File: src/rtl/btb_predictor_n_if.sv
// Fetch-side lookup and branch-resolution update bus for btb_predictor_n.
interface btb_predictor_n_if #(
  parameter int ADDR_W  = 16,
  parameter int ENTRIES = 8,
  parameter int FETCH_W = 2
);
  localparam int OCC_W = $clog2(ENTRIES) + 1;

  logic                      stall;
  logic [ADDR_W-1:0]         lookup_pc;
  logic [FETCH_W-1:0]        hit;
  logic [FETCH_W-1:0]        taken;
  logic [FETCH_W*ADDR_W-1:0] target;
  logic [FETCH_W-1:0]        slot_valid;
  logic [ADDR_W-1:0]         next_pc;
  logic                      update_valid;
  logic [ADDR_W-1:0]         update_addr;
  logic                      update_taken;
  logic [ADDR_W-1:0]         update_target;
  logic [OCC_W-1:0]          occupancy;

  modport master (
    output stall, lookup_pc, update_valid, update_addr, update_taken, update_target,
    input  hit, taken, target, slot_valid, next_pc, occupancy
  );

  modport slave (
    input  stall, lookup_pc, update_valid, update_addr, update_taken, update_target,
    output hit, taken, target, slot_valid, next_pc, occupancy
  );
endinterface

File: src/rtl/btb_predictor_n.sv
// Branch target buffer for an N-wide fetch stage: combinational multi-slot
// lookup and next-PC prediction, clocked updates with saturating counters
// and true-LRU replacement.
module btb_predictor_n #(
  parameter int ADDR_W      = 16,
  parameter int ENTRIES     = 8,
  parameter int FETCH_W     = 2,
  parameter int INSTR_BYTES = 2,
  parameter int CTR_W       = 2
) (
  input logic               clk,
  input logic               rst,
  btb_predictor_n_if.slave  bus
);
  localparam int IDX_W = $clog2(ENTRIES);
  localparam int OCC_W = IDX_W + 1;
  localparam logic [CTR_W-1:0] CTR_WT  = CTR_W'(1) << (CTR_W - 1);
  localparam logic [CTR_W-1:0] CTR_WNT = CTR_WT - CTR_W'(1);

  logic              valid [ENTRIES];
  logic [ADDR_W-1:0] tag   [ENTRIES];
  logic [ADDR_W-1:0] tgt   [ENTRIES];
  logic [CTR_W-1:0]  ctr   [ENTRIES];
  logic [IDX_W-1:0]  age   [ENTRIES];
  logic [OCC_W-1:0]  occ;

  logic [FETCH_W-1:0]        hit_v;
  logic [FETCH_W-1:0]        taken_v;
  logic [FETCH_W*ADDR_W-1:0] target_v;
  logic [IDX_W-1:0]          slot_idx [FETCH_W];
  logic [FETCH_W-1:0]        slot_valid_v;
  logic [ADDR_W-1:0]         next_pc_v;
  logic                      pred_found;

  logic              upd_match;
  logic [IDX_W-1:0]  match_idx;
  logic              any_invalid;
  logic [IDX_W-1:0]  alloc_idx;
  logic [IDX_W-1:0]  write_idx;
  logic              lk_hit_any;
  logic [IDX_W-1:0]  lk_idx;
  logic              touch_en;
  logic [IDX_W-1:0]  touch_idx;

  // Per-slot tag match against the pre-edge table contents.
  always_comb begin
    hit_v    = '0;
    taken_v  = '0;
    target_v = '0;
    for (int unsigned s = 0; s < FETCH_W; s++) begin
      slot_idx[s] = '0;
      for (int unsigned e = 0; e < ENTRIES; e++) begin
        if (valid[e] && tag[e] == bus.lookup_pc + ADDR_W'(s * INSTR_BYTES)) begin
          hit_v[s]                     = 1'b1;
          taken_v[s]                   = ctr[e][CTR_W-1];
          target_v[s*ADDR_W +: ADDR_W] = tgt[e];
          slot_idx[s]                  = IDX_W'(e);
        end
      end
    end
  end

  // Oldest predicted-taken slot redirects fetch and squashes later slots.
  always_comb begin
    pred_found   = 1'b0;
    slot_valid_v = '1;
    next_pc_v    = bus.lookup_pc + ADDR_W'(FETCH_W * INSTR_BYTES);
    for (int unsigned s = 0; s < FETCH_W; s++) begin
      if (pred_found) begin
        slot_valid_v[s] = 1'b0;
      end else if (taken_v[s]) begin
        pred_found = 1'b1;
        next_pc_v  = target_v[s*ADDR_W +: ADDR_W];
      end
    end
  end

  // Update victim selection and the single per-cycle LRU touch.
  always_comb begin
    upd_match = 1'b0;
    match_idx = '0;
    for (int unsigned e = 0; e < ENTRIES; e++) begin
      if (valid[e] && tag[e] == bus.update_addr) begin
        upd_match = 1'b1;
        match_idx = IDX_W'(e);
      end
    end
    any_invalid = 1'b0;
    alloc_idx   = '0;
    for (int unsigned e = 0; e < ENTRIES; e++) begin
      if (!valid[e] && !any_invalid) begin
        any_invalid = 1'b1;
        alloc_idx   = IDX_W'(e);
      end
    end
    if (!any_invalid) begin
      for (int unsigned e = 0; e < ENTRIES; e++) begin
        if (age[e] == IDX_W'(ENTRIES - 1)) alloc_idx = IDX_W'(e);
      end
    end
    write_idx = upd_match ? match_idx : alloc_idx;

    lk_hit_any = 1'b0;
    lk_idx     = '0;
    for (int unsigned s = 0; s < FETCH_W; s++) begin
      if (hit_v[s] && !lk_hit_any) begin
        lk_hit_any = 1'b1;
        lk_idx     = slot_idx[s];
      end
    end
    // An update owns the touch; lookup touches only when fetch advances.
    touch_en  = bus.update_valid || (!bus.stall && lk_hit_any);
    touch_idx = bus.update_valid ? write_idx : lk_idx;
  end

  // Table state: update write, occupancy count and LRU age permutation.
  always_ff @(posedge clk or posedge rst) begin
    if (rst) begin
      for (int unsigned e = 0; e < ENTRIES; e++) begin
        valid[e] <= 1'b0;
        tag[e]   <= '0;
        tgt[e]   <= '0;
        ctr[e]   <= '0;
        age[e]   <= IDX_W'(e);
      end
      occ <= '0;
    end else begin
      if (bus.update_valid) begin
        if (upd_match) begin
          if (bus.update_taken) begin
            if (ctr[write_idx] != '1) ctr[write_idx] <= ctr[write_idx] + CTR_W'(1);
            tgt[write_idx] <= bus.update_target;
          end else if (ctr[write_idx] != '0) begin
            ctr[write_idx] <= ctr[write_idx] - CTR_W'(1);
          end
        end else begin
          valid[write_idx] <= 1'b1;
          tag[write_idx]   <= bus.update_addr;
          tgt[write_idx]   <= bus.update_target;
          ctr[write_idx]   <= bus.update_taken ? CTR_WT : CTR_WNT;
          if (any_invalid) occ <= occ + OCC_W'(1);
        end
      end
      if (touch_en) begin
        for (int unsigned e = 0; e < ENTRIES; e++) begin
          if (IDX_W'(e) == touch_idx) begin
            age[e] <= '0;
          end else if (age[e] < age[touch_idx]) begin
            age[e] <= age[e] + IDX_W'(1);
          end
        end
      end
    end
  end

  assign bus.hit        = hit_v;
  assign bus.taken      = taken_v;
  assign bus.target     = target_v;
  assign bus.slot_valid = slot_valid_v;
  assign bus.next_pc    = next_pc_v;
  assign bus.occupancy  = occ;
endmodule

File: src/flat_wrapper.sv
// flat-port wrapper written by rule: the top's interface ports become plain ports
module btb_predictor_n_flat 
#(
  parameter int ADDR_W      = 16,
  parameter int ENTRIES     = 8,
  parameter int FETCH_W     = 2,
  parameter int INSTR_BYTES = 2,
  parameter int CTR_W       = 2
)
  (clk, rst, bus_stall, bus_lookup_pc, bus_update_valid, bus_update_addr, bus_update_taken, bus_update_target, bus_hit, bus_taken, bus_target, bus_slot_valid, bus_next_pc, bus_occupancy);
  btb_predictor_n_if #(.ADDR_W(ADDR_W), .ENTRIES(ENTRIES), .FETCH_W(FETCH_W)) bus_i ();
  input logic clk;
  input logic rst;
  input wire logic [$bits(bus_i.stall)-1:0] bus_stall;
  input wire logic [$bits(bus_i.lookup_pc)-1:0] bus_lookup_pc;
  input wire logic [$bits(bus_i.update_valid)-1:0] bus_update_valid;
  input wire logic [$bits(bus_i.update_addr)-1:0] bus_update_addr;
  input wire logic [$bits(bus_i.update_taken)-1:0] bus_update_taken;
  input wire logic [$bits(bus_i.update_target)-1:0] bus_update_target;
  output wire logic [$bits(bus_i.hit)-1:0] bus_hit;
  output wire logic [$bits(bus_i.taken)-1:0] bus_taken;
  output wire logic [$bits(bus_i.target)-1:0] bus_target;
  output wire logic [$bits(bus_i.slot_valid)-1:0] bus_slot_valid;
  output wire logic [$bits(bus_i.next_pc)-1:0] bus_next_pc;
  output wire logic [$bits(bus_i.occupancy)-1:0] bus_occupancy;
  assign bus_i.stall = bus_stall;
  assign bus_i.lookup_pc = bus_lookup_pc;
  assign bus_i.update_valid = bus_update_valid;
  assign bus_i.update_addr = bus_update_addr;
  assign bus_i.update_taken = bus_update_taken;
  assign bus_i.update_target = bus_update_target;
  assign bus_hit = bus_i.hit;
  assign bus_taken = bus_i.taken;
  assign bus_target = bus_i.target;
  assign bus_slot_valid = bus_i.slot_valid;
  assign bus_next_pc = bus_i.next_pc;
  assign bus_occupancy = bus_i.occupancy;
  btb_predictor_n #(.ADDR_W(ADDR_W), .ENTRIES(ENTRIES), .FETCH_W(FETCH_W), .INSTR_BYTES(INSTR_BYTES), .CTR_W(CTR_W)) u_core (.clk(clk), .rst(rst), .bus(bus_i));
endmodule
File: config.mk
export PLATFORM = sky130hd
export DESIGN_NAME = btb_predictor_n_flat
export DESIGN_NICKNAME = d
export VERILOG_FILES = /design/src/rtl/btb_predictor_n_if.sv /design/src/rtl/btb_predictor_n.sv /design/src/flat_wrapper.sv
export SDC_FILE = /design/constraint.sdc
export NUM_CORES = 1
export LEC_CHECK = 0
export ABC_AREA = 1
export CORE_ASPECT_RATIO = 1.2
export CORE_UTILIZATION = 40
export DETAILED_ROUTE_END_ITERATION = 10
export GPL_ROUTABILITY_DRIVEN = 0
export GPL_TIMING_DRIVEN = 0
export PLACE_DENSITY = 0.61
export SLEW_MARGIN = 20
export SYNTH_ARGS = -nofsm -noshare
export SYNTH_HDL_FRONTEND = slang
export SYNTH_SLANG_ARGS = --single-unit
File: constraint.sdc
create_clock -name clk -period 11.8 [get_ports clk]
set_input_delay 1.77 -clock clk [delete_from_list [all_inputs] [get_ports clk]]
set_output_delay 1.77 -clock clk [all_outputs]
set_load 0.05 [all_outputs]
==> results of run 1 <==
-- worst register-to-register path, delay by kind of cell, from the launching register on --
family / cells / cell delay [ns]
and+or+nand+nor: 18 / 2.53
AOI/OAI and AO/OA: 5 / 1.34
adders and majority gates: 1 / 0.37
DFF: 1 / 0.53
buffers and inverters: 4 / 0.48
-- Yosys cell counts, types with 7 or more instances --
library cell / count / area share (%)
a21oi_1: 93 / 2.1
buf_2: 37 / 0.84
clkbuf_1: 102 / 1.7
clkinv_1: 7 / 0.12
dfrtp_1: 296 / 34
dfstp_2: 12 / 1.4
ha_1: 29 / 1.7
inv_1: 340 / 5.8
inv_2: 10 / 0.17
mux2i_1: 7 / 0.32
nand2_1: 1010 / 17
nand2_2: 24 / 0.68
nand2_4: 8 / 0.41
nand3_1: 147 / 3.3
nand3_2: 11 / 0.50
nand4_1: 74 / 2.1
nor2_1: 228 / 3.9
nor2_2: 13 / 0.37
nor2_4: 8 / 0.41
nor3_1: 20 / 0.46
nor4_1: 9 / 0.26
o2111ai_1: 19 / 0.76
o211ai_1: 73 / 2.5
o21ai_0: 416 / 9.5
o21ai_1: 8 / 0.18
o221ai_1: 18 / 0.72
o22ai_1: 60 / 1.7
xnor2_1: 57 / 2.3
xor2_1: 67 / 2.7
-- state kept, by name, indices dropped and copies added (netlist names) --
register              cells
u_core.age               24
u_core.bus.occupancy      4
u_core.tag              128
u_core.valid              8
u_core.tgt              128
u_core.ctr               16
-- where the power goes --
group	switching [uW]	total (uW)	internal, uW
Combinational	1760	2630	875
Sequential	535	2070	1540
Clock	518	1230	708
Total	2810	5930	3120
-- through the flow --
step,std cells,setup TNS (ns),hold slack [ns],total power (uW),utilization (%)
final,4129,0,0.4741,5934,46.58
after global routing,4129,0,0.4883,6354,46.58
after CTS,4129,0,0.4755,5849,46.58
after detailed placement,4063,0,0.4681,4617,44.25
after global placement,4060,-800.98,0.4671,4575,44.08
after floorplan,3256,0,0.4517,3782,-
-- metal layers --
metal	global-route usage, %	up-vias
met2	55.47	1489
met3	7.887	441
met5	0	-
li1	-	10975
met1	42.48	10993
met4	22.01	6
-- cells by family after synthesis --
kind of cell	after synthesis
adders and majority gates	29
and+or+nand+nor	1569
AOI/OAI and AO/OA	711
xor gates and xnor gates	125
other	1
muxes	7
DFF	308
buffers and inverters	506
-- final cells by class --
type                       count  share of cell area, %
inverter                     357                  5.358
buffer                       149                  2.532
timing repair buffer          95                  3.990
multi-input combinational   2442                  48.86
clock buffer                  48                  4.085
clock inverter                18                 0.9254
tap                          712                  3.542
sequential                   308                  30.71
-- path summary, 6_finish.rpt --
kind / startpoint / to / slack, ns / cells past startpoint
max: bus_lookup_pc[3] / bus_next_pc[9] / 1.95 / 22
min: u_core.age[12]$_DFFE_PP1P_ / u_core.age[12]$_DFFE_PP1P_ / 0.47 / 2
max reg2reg: u_core.valid[6]$_DFFE_PP0P_ / u_core.age[21]$_DFFE_PP0P_ / 6.41 / 28
min reg2reg: u_core.age[12]$_DFFE_PP1P_ / u_core.age[12]$_DFFE_PP1P_ / 0.47 / 2
max in group asynchronous: rst / u_core.tgt[72]$_DFFE_PP0P_ / 9.04 / 4
min in group asynchronous: rst / u_core.age[7]$_DFFE_PP0P_ / 1.53 / 2
==> parameters.txt, run 1 <==
Parameter                              Value

Setup path
  CP Launch Type ... primary input
  CP bufs+invs ... 4
  Category of the critical setup timing path ... primary input to primary output
  WP data arrival ... 8.08 ns
  Most used cell along the critical path ... nand2_1
  Critical path, cell by cell ... clkdlybuf4s50_1, ha_1, nand2_2, inv_1, nand2_2, nor2_4, nand2_1, nand2_1, nand2_1, nor2_1, nand2_1, nor2_1, nand3_2, o211ai_1, o211ai_1, o2111ai_1, o211ai_2, nand2_1, buf_2, o21ai_0, o21ai_0, clkdlybuf4s50_1
  Category of the worst setup path capture point ... primary output
  Top delay family on crit path ... simple AND/OR/NAND/NOR gates
  Critical path fanouts, max ... 10
  Data required time of the critical path ... 10.03 ns
  Slowest cell on crit path ... clkdlybuf4s50_1
  Crit path largest cell delay ... 0.85 ns

Layout
  Final design instance area without fill ... 0.02515 mm^2
  Fill cell total of the finished layout ... 5696
  Area grow syn2layout ... 14.38%
  ANT cells ... 0
  FF/Latch Area ... 0.007722 mm^2
  Number of nets in the layout ... 3472
  Most common cell after layout, fill and taps aside ... nand2_1
  Multi-input gate area ... 0.01229 mm^2
  Share of post-route cells with drive strength above 1 ... 6.087%
  Commonest cells after routing, fill and taps aside ... 1010 x nand2_1, 416 x o21ai_0, 339 x inv_1, 296 x dfrtp_1, 228 x nor2_1

Synth
  Distinct cells, synth ... 56
  Number of enable-type register cells in the synthesized netlist ... 0
  Area share of xor/xnor cells in the synthesized design ... 5.065%
  Top flip-flop cell by instance count after synthesis ... dfrtp_1
  Mean cell area of the mapped netlist ... 6.753 um^2
  Number of nets produced by synthesis ... 3338
  Async set-or-reset flop fraction in the synthesized netlist ... 100.0%
  Register bit count reported by yosys ... 308
  Portion of the post-synthesis area used by sequential elements ... 35.12%
  Mapped cell area ... 0.02199 mm^2
  Simple logic cell fraction of the synthesized area ... 30.47%
  Multiplexer area fraction after synthesis ... 0.3187%
  Synthesized-area fraction occupied by ao, oa, aoi and oai cells ... 18.37%
  Syn. warnings ... 0
  Dominant combinational cell family by area after synthesis ... simple AND/OR/NAND/NOR gates
  Synth Area in Adders ... 1.650%
  Count of mapped cells out of synthesis ... 3256

Die
  Core Rows ... 93
  Starting Density ... 40.72%
  Overall die area ... 0.05591 mm^2
  Std-Cell Core Area ... 0.05399 mm^2
  I/O pin count ... 111
  Floorplan die height ... 258.8 um
  Die width ... 216.0 um

Clock tree
  Clock Root Buffer ... clkbuf_16
  CTS tree ... built
  PostCTS Resize Cnt ... 0
  H-tree depth ... 2
  Clk Latency, worst-skew pair ... 0.61 ns
  Clock slew at the register clock pins of the worst setup and hold paths ... 0.05 ns
  Number of buffers inserted by hold repair at cts ... 0
  Number of setup buffers added after CTS ... 0
  Max clock buf depth ... 3
  Number of clock sinks seen by CTS ... 308
  CTS Buf Count ... 37

STA
  Total count of max-transition violations in the final report ... 0
  Number of endpoints failing setup at the final stage ... 0
  Worst rel slew slack ... 21.36%
  Unrepaired setup endpoints after global routing ... false
  Count of endpoints failing hold in the final timing report ... 0
  Max Fclk ... 0.1016 GHz
  Final setup skew ... 0.05037 ns
  Worst-Margin Slew ... 1.175 ns
  Period Utilization, post-route ... 83.43%
  Final min period ... 9.845 ns
  Final worst-path setup slack ... 1.955 ns

Place
  Instance area at placement ... 0.02389 mm^2
  HPWL after detailed placement ... 75180 um
  Setup WS pre-CTS ... 2.302 ns
  # port buffers ... 92

Drt
  Detailed Route Iter0 Violations ... 3007
  Vias ... 23904
  Total detailed-routing wirelength ... 97800 um
  Remaining routing DRC violations ... 0
  Number of iterations in the first detailed-routing pass ... 8
  Routed length on met1 ... 36660 um
  Met3 wire len ... 10160 um
  Routed wire length on met2 ... 43360 um
  Vias per inst ... 5.789
  Drt wl/cell ... 23.69 um
  Count of nets left with antenna violations after detail routing ... 0
  Highest metal layer with signal wires ... met5

GRT
  First-pass GRT wire length ... 145200 um
  Vias in the first global route ... 22644
  Total GRT Usage ... 34.78%
  Number of antenna violations at the first check in global routing ... 3
  Leftover overflow at the end of global routing ... 0
  Pin count of the biggest net entering global routing ... 102

Power
  PwrDens ... 236.0 mW/mm^2
  Static Leak ... 0.01219 uW
  Worst VDD drop ... 0.0001262 V

Flow run
  Reported max-cap violation count ... 0

Outcome
  Run status ... finished, final reports clean

Worst hold path
  Classification of the worst-slack hold path ... flip-flop to flip-flop
Power figures use the tool's default switching activity.
==> inputs of run 2 (changes only) <==
- clock period: 11.8 -> 10.03 ns (I/O delays scaled with it)
==> results of run 2 <==
Same layout as run 1 (identical final DEF). Status: finished, final reports clean.
Main changes from that run: setup slack after placement 2.302 ns -> 1.063 ns; setup slack after layout 1.955 ns -> 0.7158 ns; register-to-register setup slack 6.41 ns -> 4.64 ns; total power 5934 uW -> 6981 uW; worst IR drop on VDD 0.0001262 V -> 0.0001484 V
